--- src/rtl/mux_prio_enc_pipe_if.sv ---
// Handshake bundle for mux_prio_enc_pipe: beat in (valid/ready, data, select, mode)
// and encoded result out (valid/ready, word, index, flags).
interface mux_prio_enc_pipe_if #(
    parameter int WIDTH    = 8,
    parameter int CHANNELS = 4,
    parameter int SEL_W    = $clog2(CHANNELS)
);
    localparam int IDX_W = $clog2(WIDTH);

    logic                      in_valid;
    logic                      in_ready;
    logic [CHANNELS*WIDTH-1:0] in_data;
    logic [SEL_W-1:0]          in_sel;
    logic                      in_mode;
    logic                      out_valid;
    logic                      out_ready;
    logic [WIDTH-1:0]          out_data;
    logic [IDX_W-1:0]          out_idx;
    logic                      out_zero;
    logic                      out_sel_err;

    // Source/consumer side
    modport master (
        output in_valid, in_data, in_sel, in_mode, out_ready,
        input  in_ready, out_valid, out_data, out_idx, out_zero, out_sel_err
    );

    // Block side
    modport slave (
        input  in_valid, in_data, in_sel, in_mode, out_ready,
        output in_ready, out_valid, out_data, out_idx, out_zero, out_sel_err
    );
endinterface

--- src/rtl/mux_prio_enc_pipe.sv ---
// N-channel word mux feeding a priority encoder, two register stages with
// valid/ready on both ends; per-beat MSB-first or LSB-first encode.
module mux_prio_enc_pipe #(
    parameter int WIDTH    = 8,
    parameter int CHANNELS = 4,
    parameter int SEL_W    = $clog2(CHANNELS)
) (
    input logic                 clk,
    input logic                 rst_n,
    mux_prio_enc_pipe_if.slave  bus
);
    localparam int IDX_W = $clog2(WIDTH);

    logic             r_s1_v;
    logic [WIDTH-1:0] r_s1_word;
    logic             r_s1_mode;
    logic             r_s1_err;

    logic             r_s2_v;
    logic [WIDTH-1:0] r_out_data;
    logic [IDX_W-1:0] r_out_idx;
    logic             r_out_zero;
    logic             r_out_err;

    logic             w_sel_err;
    logic [WIDTH-1:0] w_word;
    logic             w_in_fire;
    logic             w_s2_load;

    // Mode 0 keeps the last (highest) set bit seen going up; mode 1 the last going down.
    function automatic logic [IDX_W-1:0] f_encode(input logic [WIDTH-1:0] w, input logic m);
        logic [IDX_W-1:0] idx;
        idx = '0;
        if (!m) begin
            for (int i = 0; i < WIDTH; i++)
                if (w[i]) idx = IDX_W'(i);
        end else begin
            for (int i = WIDTH - 1; i >= 0; i--)
                if (w[i]) idx = IDX_W'(i);
        end
        return idx;
    endfunction

    assign w_sel_err = ({1'b0, bus.in_sel} >= (SEL_W + 1)'(CHANNELS));

    always_comb begin
        w_word = '0;
        for (int c = 0; c < CHANNELS; c++)
            if (bus.in_sel == SEL_W'(c)) w_word = bus.in_data[c*WIDTH +: WIDTH];
        if (w_sel_err) w_word = '0;
    end

    assign w_s2_load    = r_s1_v & (~r_s2_v | bus.out_ready);
    assign bus.in_ready = rst_n & (~r_s1_v | ~r_s2_v | bus.out_ready);
    assign w_in_fire    = bus.in_valid & bus.in_ready;

    always_ff @(posedge clk) begin
        if (!rst_n) begin
            r_s1_v     <= 1'b0;
            r_s1_word  <= '0;
            r_s1_mode  <= 1'b0;
            r_s1_err   <= 1'b0;
            r_s2_v     <= 1'b0;
            r_out_data <= '0;
            r_out_idx  <= '0;
            r_out_zero <= 1'b0;
            r_out_err  <= 1'b0;
        end else begin
            // S1 holds when it cannot hand off and nothing new arrives
            if (w_in_fire) begin
                r_s1_v    <= 1'b1;
                r_s1_word <= w_word;
                r_s1_mode <= bus.in_mode;
                r_s1_err  <= w_sel_err;
            end else if (w_s2_load) begin
                r_s1_v <= 1'b0;
            end

            if (w_s2_load) begin
                r_s2_v     <= 1'b1;
                r_out_data <= r_s1_word;
                r_out_idx  <= f_encode(r_s1_word, r_s1_mode);
                r_out_zero <= (r_s1_word == '0);
                r_out_err  <= r_s1_err;
            end else if (bus.out_ready) begin
                r_s2_v <= 1'b0;
            end
        end
    end

    assign bus.out_valid   = r_s2_v;
    assign bus.out_data    = r_out_data;
    assign bus.out_idx     = r_out_idx;
    assign bus.out_zero    = r_out_zero;
    assign bus.out_sel_err = r_out_err;
endmodule

--- src/flat_wrapper.sv ---
// flat-port wrapper written by rule: the top's interface ports become plain ports
module mux_prio_enc_pipe_flat 
#(
    parameter int WIDTH    = 8,
    parameter int CHANNELS = 4,
    parameter int SEL_W    = $clog2(CHANNELS)
)
  (clk, rst_n, bus_in_valid, bus_in_data, bus_in_sel, bus_in_mode, bus_out_ready, bus_in_ready, bus_out_valid, bus_out_data, bus_out_idx, bus_out_zero, bus_out_sel_err);
  mux_prio_enc_pipe_if #(.WIDTH(WIDTH), .CHANNELS(CHANNELS), .SEL_W(SEL_W)) bus_i ();
  input logic clk;
  input logic rst_n;
  input wire logic [$bits(bus_i.in_valid)-1:0] bus_in_valid;
  input wire logic [$bits(bus_i.in_data)-1:0] bus_in_data;
  input wire logic [$bits(bus_i.in_sel)-1:0] bus_in_sel;
  input wire logic [$bits(bus_i.in_mode)-1:0] bus_in_mode;
  input wire logic [$bits(bus_i.out_ready)-1:0] bus_out_ready;
  output wire logic [$bits(bus_i.in_ready)-1:0] bus_in_ready;
  output wire logic [$bits(bus_i.out_valid)-1:0] bus_out_valid;
  output wire logic [$bits(bus_i.out_data)-1:0] bus_out_data;
  output wire logic [$bits(bus_i.out_idx)-1:0] bus_out_idx;
  output wire logic [$bits(bus_i.out_zero)-1:0] bus_out_zero;
  output wire logic [$bits(bus_i.out_sel_err)-1:0] bus_out_sel_err;
  assign bus_i.in_valid = bus_in_valid;
  assign bus_i.in_data = bus_in_data;
  assign bus_i.in_sel = bus_in_sel;
  assign bus_i.in_mode = bus_in_mode;
  assign bus_i.out_ready = bus_out_ready;
  assign bus_in_ready = bus_i.in_ready;
  assign bus_out_valid = bus_i.out_valid;
  assign bus_out_data = bus_i.out_data;
  assign bus_out_idx = bus_i.out_idx;
  assign bus_out_zero = bus_i.out_zero;
  assign bus_out_sel_err = bus_i.out_sel_err;
  mux_prio_enc_pipe #(.WIDTH(WIDTH), .CHANNELS(CHANNELS), .SEL_W(SEL_W)) u_core (.clk(clk), .rst_n(rst_n), .bus(bus_i));
endmodule
--- config.mk ---
export PLATFORM = sky130hd
export DESIGN_NAME = mux_prio_enc_pipe_flat
export DESIGN_NICKNAME = d
export VERILOG_FILES = /design/src/rtl/mux_prio_enc_pipe_if.sv /design/src/rtl/mux_prio_enc_pipe.sv /design/src/flat_wrapper.sv
export SDC_FILE = /design/constraint.sdc
export NUM_CORES = 1
export LEC_CHECK = 0
export CORE_UTILIZATION = 45
export DETAILED_ROUTE_END_ITERATION = 7
export PLACE_DENSITY_LB_ADDON = 0.12
export SKIP_CTS_REPAIR_TIMING = 1
export SYNTH_ARGS = -nofsm -noshare
export SYNTH_HDL_FRONTEND = slang
export SYNTH_SLANG_ARGS = --single-unit
--- constraint.sdc ---
create_clock -name clk -period 2.3 [get_ports clk]
set_clock_uncertainty 0.1 [all_clocks]
set_input_delay 0.23 -clock clk [delete_from_list [all_inputs] [get_ports clk]]
set_output_delay 0.23 -clock clk [all_outputs]
set_load 0.005 [all_outputs]
Word level (Yosys, flattened, before mapping)
Cells that the tools add are included.
{"block": "op_classes", "add_sub_neg": 0, "n_div": 0, "n_bitwise": 8, "n_shift": 0, "eq_ne": 3, "magnitude_cmp": 0, "reduce_logical": 4, "mul": 0, "mux": 24}
{"operator": "$mux W3", "count": 13}
{"operator": "$mux W8", "count": 4}
{"operator": "$logic_not A8 Y1", "count": 1}
{"operator": "$mux W1", "count": 5}
{"operator": "$eq A2 B2 Y1 const B", "count": 2}
{"operator": "$mux W2", "count": 2}
{"operator": "$reduce_bool A2 Y1", "count": 2}
{"operator": "$and A1 B1 Y1", "count": 3}
{"operator": "$or A1 B1 Y1", "count": 3}
{"operator": "$eq A2 B1 Y1 const B", "count": 1}
{"operator": "$logic_not A2 Y1", "count": 1}
{"operator": "$not A1 Y1", "count": 2}
{"block": "word_totals", "latchBits": 0, "ramBits": 0, "rom_bits": 0, "input_bits": 39, "n_memories": 0, "register_bits": 23}

Logic depth before layout (Yosys ltp)
Gate-level depths: netlist of run 1.
{"block": "depth", "depth_word": 9, "ltp_mapped": 5, "mapped_depth_nobuf": 4}

Worst setup path before layout of run 1
Ideal clock, no wire load.
{"block": "synth_path", "path_kind": "register to register", "startpoint": "register u_core.r_s1_word[2]", "endpoint": "register u_core.r_out_idx[0] (netlist: u_core.bus.out_idx[0])", "arrival_ns": 0.997, "slack_ns": 1.129, "stages_incl_launch_ff": 6, "setup_time_ns": 0.074, "period_less_slack_ns": 1.171, "path_cell_list": "dfxtp_1 > buf_6 > nor2_1 > o21ai_0 > a211o_1 > a31oi_2"}
{"block": "synth_via", "elab_chain_len": 7}
{"element": "start, declared", "line_no": "mux_prio_enc_pipe.sv:15", "rtl": "logic [WIDTH-1:0] r_s1_word;"}
{"element": "start signal, assigned", "line_no": "mux_prio_enc_pipe.sv:72", "rtl": "r_s1_word <= w_word;"}
{"element": "$mux W2 (2 in a row)", "line_no": "mux_prio_enc_pipe.sv:36", "rtl": "if (w[i]) idx = IDX_W'(i);"}
{"element": "$mux W3 (4 in a row)", "line_no": "mux_prio_enc_pipe.sv:36"}
{"element": "$mux W3 (*)", "line_no": "mux_prio_enc_pipe.sv:34", "rtl": "if (!m) begin"}
{"element": "end signal, assigned", "line_no": "mux_prio_enc_pipe.sv:82", "rtl": "r_out_idx <= f_encode(r_s1_word, r_s1_mode);"}
{"element": "end, declared", "line_no": "mux_prio_enc_pipe.sv:21", "rtl": "logic [IDX_W-1:0] r_out_idx;"}
Every way passes the cells marked *; elsewhere a longest branch is shown, timed or not.
A chain may end at the register's enable or synchronous reset.

Worst setup path after layout of run 1
{"block": "layout_path", "startpoint": "input rst_n", "endpoint": "output bus_in_ready"}
{"block": "layout_via", "elab_chain_len": 1}
{"element": "start, declared", "line_no": "flat_wrapper.sv:11", "rtl": "input logic rst_n;"}
{"element": "$and A1 B1 Y1", "line_no": "mux_prio_enc_pipe.sv:54", "rtl": "assign bus.in_ready = rst_n & (~r_s1_v | ~r_s2_v | bus.out_ready);"}
{"element": "end, declared", "line_no": "flat_wrapper.sv:17", "rtl": "output wire logic [$bits(bus_i.in_ready)-1:0] bus_in_ready;"}
Every way passes these cells.

==> results of run 1 <==
==> how the worst max path moves through the flow <==
stage	slack [ps]	startpoint	to
after global routing	310	rst_n	bus_in_ready
final	390	rst_n	bus_in_ready
after CTS	390	rst_n	bus_in_ready
after detailed placement	350	bus_in_sel[0]	u_core.r_s1_word[6]
after floorplan	1130	u_core.r_s1_word[2]	u_core.bus.out_idx[0]
after global placement	380	bus_in_sel[0]	u_core.r_s1_word[2]
==> sequential cells by signal, indices dropped and copies added (netlist names) <==
name	cells
u_core.bus.out_data	8
u_core.bus.out_zero	1
u_core.bus.out_idx	3
u_core.r_s1_word	8
u_core.r_s1_mode	1
u_core.bus.out_valid	1
u_core.r_s1_v	1
==> stage by stage <==
step,cells,hold WS [ps]
2_1_floorplan,134,257
3_3_place_gp,208,339
3_5_place_dp,208,344
4_1_cts,212,361
5_1_grt,212,385
6_report,212,355
==> area by class of cell <==
cell class / count / area [µm²]
fillers: 215 / 781
inverters: 14 / 52.6
repair buffers: 53 / 528
well taps: 30 / 37.5
flip-flops and latches: 23 / 460
multi-input cells: 88 / 637
clock buffers: 4 / 26.3
==> metal layers <==
layer / track usage [%] / up-vias / routed length, µm
met5: 0 / - / 0
met4: 10.3 / 0 / 27
met3: 3.06 / 2 / 175
met2: 34.8 / 48 / 1190
met1: 20.8 / 487 / 968
li1: - / 556 / -
==> cells by family after synthesis <==
group	share of synthesized area, %
simple gates	20.3
flops	37.4
compound gates	16.5
other cells	0.305
buf+inv	10.8
mux	14.6
==> placed cells by master, fill, tap and decap left out <==
master           Yosys  routed
a21o_1               1       1
o21ai_0              3       3
nand3b_1             1       1
nor4_4               1       1
clkbuf_4             0       3
clkbuf_1             1       1
o22ai_1              1       1
o21ai_1              8       8
a221oi_1             1       1
nor2b_1              2       2
a31oi_2              1       1
o21ai_2              1       1
clkdlybuf4s50_1      0      52
buf_4                2       1
nor2_1               6       6
dfxtp_1             23      23
a21oi_1             14      14
nand3_2              2       2
nand2b_4             1       1
conb_1               1       1
mux4_2               8       8
o31ai_1              1       1
o211ai_1             1       1
nor2b_4              2       2
nand3_1              8       8
nand2_1             21      21
a221o_1              1       1
inv_1               14      14
a211o_1              1       1
nor2_2               1       1
==> power by group <==
group,switching (mW),internal [mW]
Combinational,0.0743,0.137
Sequential,0.0323,0.424
Clock,0.111,0.0675
Total,0.218,0.629
==> worst max-delay path: stages <==
cell and delay [ps]:
clkdlybuf4s50_1 470, inv_1 180, a21oi_1 170, clkdlybuf4s50_1 520
==> impl_metrics.json, run 1 <==
{
  "grt_max_degree": 19,
  "synth_most_common_cell": "dfxtp_1",
  "place.gp.congestion": 0.783,
  "worst_slew_pin_slew_ps": 505,
  "utilization_pct": 69.0,
  "syn_inst": 134,
  "syn_to_final_growth_pct": 41.6,
  "maxSlewViolCount": 0,
  "worstSetupEndpointType": "output pin",
  "hold_depth": 2,
  "maxCapViolCount": 0,
  "rr_worst_depth": 4,
  "numCtsBuffers": 3,
  "clock_sinks": 23,
  "synth_flop_cell": "dfxtp_1",
  "r2r_start": "u_core.bus.out_valid",
  "cts_root_buf": "clkbuf_4",
  "wl_per_cell_um": 11.1,
  "wl_um": 2360,
  "synth_top_area_share_pct": 37.4,
  "finalSetupViolations": 0,
  "core_mm2": 0.00252,
  "rrSetupSlack_ps": 980,
  "vias": 1093,
  "leakage_nw": 0.644,
  "start_kind": "input pin",
  "diodes": 0,
  "ys_warn_count": 0,
  "tns_ps": 0,
  "synthTopCellsByArea": "dfxtp_1 37%, mux4_2 15%, nand2_1 6.4%",
  "layout.nets": 222,
  "synth_edf_count": 0,
  "hold_path_class": "flip-flop to flip-flop",
  "ys_seq_elements": 23,
  "ys_seq_area_share_pct": 37.4,
  "cts_htree_levels": 1,
  "clk_pin_slew_ps": 110,
  "worstSetupPathType": "input pin to output pin",
  "die_width_um": 54.3,
  "gr-total-overflow": 0,
  "final_antenna_net_count": 0,
  "finalHoldViolCount": 0,
  "syn_avg_cell_area_um2": 9.18,
  "grt_use_total_pct": 19.1,
  "core.rowCount": 18,
  "ys_async_sr_fraction_pct": 0,
  "start_util_pct": 48.8,
  "cts_tree": "built",
  "synthesis.nets": 173,
  "hpwl_um": 1940,
  "worst_slack_ps": 393,
  "arrival_ps": 1580,
  "placed_cell_area_mm2": 0.00172,
  "worstPathRequired_ps": 1970,
  "dieArea_mm2": 0.00295,
  "timing.fmax_mhz": 524,
  "min_period_over_period_pct": 82.9,
  "min_to": "u_core.bus.out_idx[2]",
  "drt_iter0_drc": 6,
  "antenna_found_initial": 0,
  "ioPinCount": 54,
  "outcome": "finished, final reports clean",
  "drive_gt1_share_pct": 11.5,
  "ys_types": 30,
  "power_mw": 0.847,
  "rsz0062_at_grt": "no",
  "place_ws_ps": 349,
  "worst_slew_margin_rel_pct": 66.2,
  "p_per_area_mw_per_mm2": 486,
  "min_from": "u_core.bus.out_idx[2]",
  "grt_pass1_vias": 1006,
  "grt_pass1_wl_um": 4000,
  "ir_drop_mv": 0.380,
  "vias_per_cell": 5.16,
  "syn-cell-area_mm2": 0.00123,
  "worstSkewPairLatency_ps": 300,
  "yosys-top-cells-count": "23 x dfxtp_1, 21 x nand2_1, 14 x a21oi_1, 14 x inv_1",
  "drt_pre_antenna_iters": 4,
  "r2r_end": "u_core.bus.out_zero",
  "fin_area_mm2": 0.00174,
  "port_buffers": 52,
  "synth_top_area_cell": "dfxtp_1",
  "drc": 0,
  "max-clock-path-buffers": 2,
  "path_max_fanout": 14,
  "die_y_um": 54.3,
  "fin_crit_ps": 1910
}
(Power assumes the default switching activity.)
==> run 2: changes to the inputs <==
Settings changed: CORE_UTILIZATION 45 to 37.
Clock period 2.3 ns to 1.7 ns, I/O delays scaled along.
==> impl_metrics.json, run 2 (synthesized netlist as in run 1, its figures left out) <==
{
  "place_inst": 227,
  "finalSetupViolations": 0,
  "wl_per_cell_um": 10.2,
  "worstSkewPairLatency_ps": 310,
  "port_buffers": 52,
  "maxSlewViolCount": 0,
  "worstSetupEndpointType": "output pin",
  "core_mm2": 0.00310,
  "drc": 0,
  "cp_num_buf_inv": 1,
  "outcome": "finished, final reports clean",
  "wl_um": 2360,
  "fin_crit_ps": 1440,
  "vias": 1106,
  "tns_ps": 0,
  "grt_use_total_pct": 15.4,
  "cts_htree_levels": 1,
  "final_antenna_net_count": 0,
  "hold_path_class": "input pin to flip-flop",
  "p_per_area_mw_per_mm2": 638,
  "cts_root_buf": "clkbuf_4",
  "hold_depth": 3,
  "syn_to_final_growth_pct": 48.4,
  "arrival_ps": 1170,
  "start_kind": "flip-flop",
  "min_from": "bus_in_mode",
  "min_period_over_period_pct": 84.8,
  "final_common_cell": "clkdlybuf4s50_1",
  "vias_per_cell": 4.79,
  "antenna_found_initial": 0,
  "drive_gt1_share_pct": 14.4,
  "max-clock-path-buffers": 2,
  "leakage_nw": 0.687,
  "final_cell_mix": "51 x clkdlybuf4s50_1, 22 x dfxtp_1, 21 x nand2_1, 14 x inv_1, 14 x a21oi_1",
  "timing.fmax_mhz": 694,
  "numCtsBuffers": 3,
  "core.rowCount": 20,
  "crit_chain": "clkdlybuf4s50_1",
  "cts_tree": "built",
  "worstSetupPathType": "flip-flop to output pin",
  "path_max_fanout": 2,
  "gr-total-overflow": 0,
  "dieArea_mm2": 0.00356,
  "r2r_start": "u_core.r_s1_word[2]",
  "diodes": 0,
  "fillers": 288,
  "maxCapViolCount": 0,
  "grt_pass1_vias": 1061,
  "placed_cell_area_mm2": 0.00180,
  "min_to": "u_core.r_s1_mode",
  "rrSetupSlack_ps": 380,
  "clock_sinks": 23,
  "rsz0062_at_grt": "no",
  "critPathTopFamily": "buffers and inverters",
  "grt_pass1_wl_um": 4130,
  "critPathMaxStageDelay_ps": 510,
  "hpwl_um": 1920,
  "fin_hold_ws_ps": 300,
  "r2r_end": "u_core.bus.out_idx[1]",
  "drt_pre_antenna_iters": 4,
  "drt_iter0_drc": 22,
  "start_util_pct": 39.6,
  "die_y_um": 59.7,
  "fin_area_mm2": 0.00183,
  "rr_worst_depth": 3,
  "cp_slowest_cell": "clkdlybuf4s50_1",
  "ioPinCount": 54,
  "worstPathRequired_ps": 1430,
  "die_width_um": 59.7,
  "place.gp.congestion": 0.794,
  "clk_pin_slew_ps": 110,
  "grt_max_degree": 19,
  "fin_cells": 231,
  "layout.nets": 227,
  "ir_drop_mv": 0.244,
  "finalHoldViolCount": 0
}
## run 2: metal layers
| metal | part of all wire [%] | GRT usage [%] | vias to the layer above |
|---|---|---|---|
| li1 | - | - | 567 |
| met1 | 42 | 17.3 | 482 |
| met2 | 48 | 27.5 | 52 |
| met3 | 7.0 | 2.81 | 5 |
| met4 | 2.5 | 7.97 | 0 |
| met5 | 0 | 0 | - |
## run 2: stage by stage
stage	total power, mW	setup WS [ps]	utilization (%)
final	1.16	258	58.8
after global routing	1.24	201	58.8
after detailed placement	0.935	20.3	57.9
after CTS	1.18	-17.8	58.7
after floorplan	0.789	529	-
after global placement	0.928	52.1	57.9
## run 2: layout make-up
cell class | instances | area [µm²] | share of cell area (%)
Sequential cell | 23 | 462 | 25.3
Clock buffer | 4 | 26.3 | 1.44
Multi-Input combinational cell | 88 | 637 | 34.9
Inverter | 14 | 52.6 | 2.88
Tap cell | 44 | 55.1 | 3.02
Timing Repair Buffer | 58 | 593 | 32.5
## run 2: worst reg2reg max path, stage by stage (launching register included)
cell     delay, ps
dfxtp_1        550
o22ai_1        160
a221o_1        330
a21oi_1        130
## run 2: worst max-delay path by stage
stage                            from                     to  slack, ps  depth (start not counted)
6_report       u_core.bus.out_data[5]        bus_out_data[5]        260                          1
5_1_grt         u_core.bus.out_idx[2]         bus_out_idx[2]        200                          1
4_1_cts          u_core.bus.out_valid           bus_in_ready        -20                          3
3_5_place_dp            bus_out_ready    u_core.r_s1_word[6]         20                          5
3_3_place_gp            bus_out_ready           bus_in_ready         50                          4
2_1_floorplan     u_core.r_s1_word[2]  u_core.bus.out_idx[0]        530                          5
## run 2: power by group
group / internal, mW / total (mW) / switching [mW]
Sequential: 0.574 / 0.618 / 0.0444
Combinational: 0.199 / 0.301 / 0.101
Clock: 0.0918 / 0.245 / 0.153
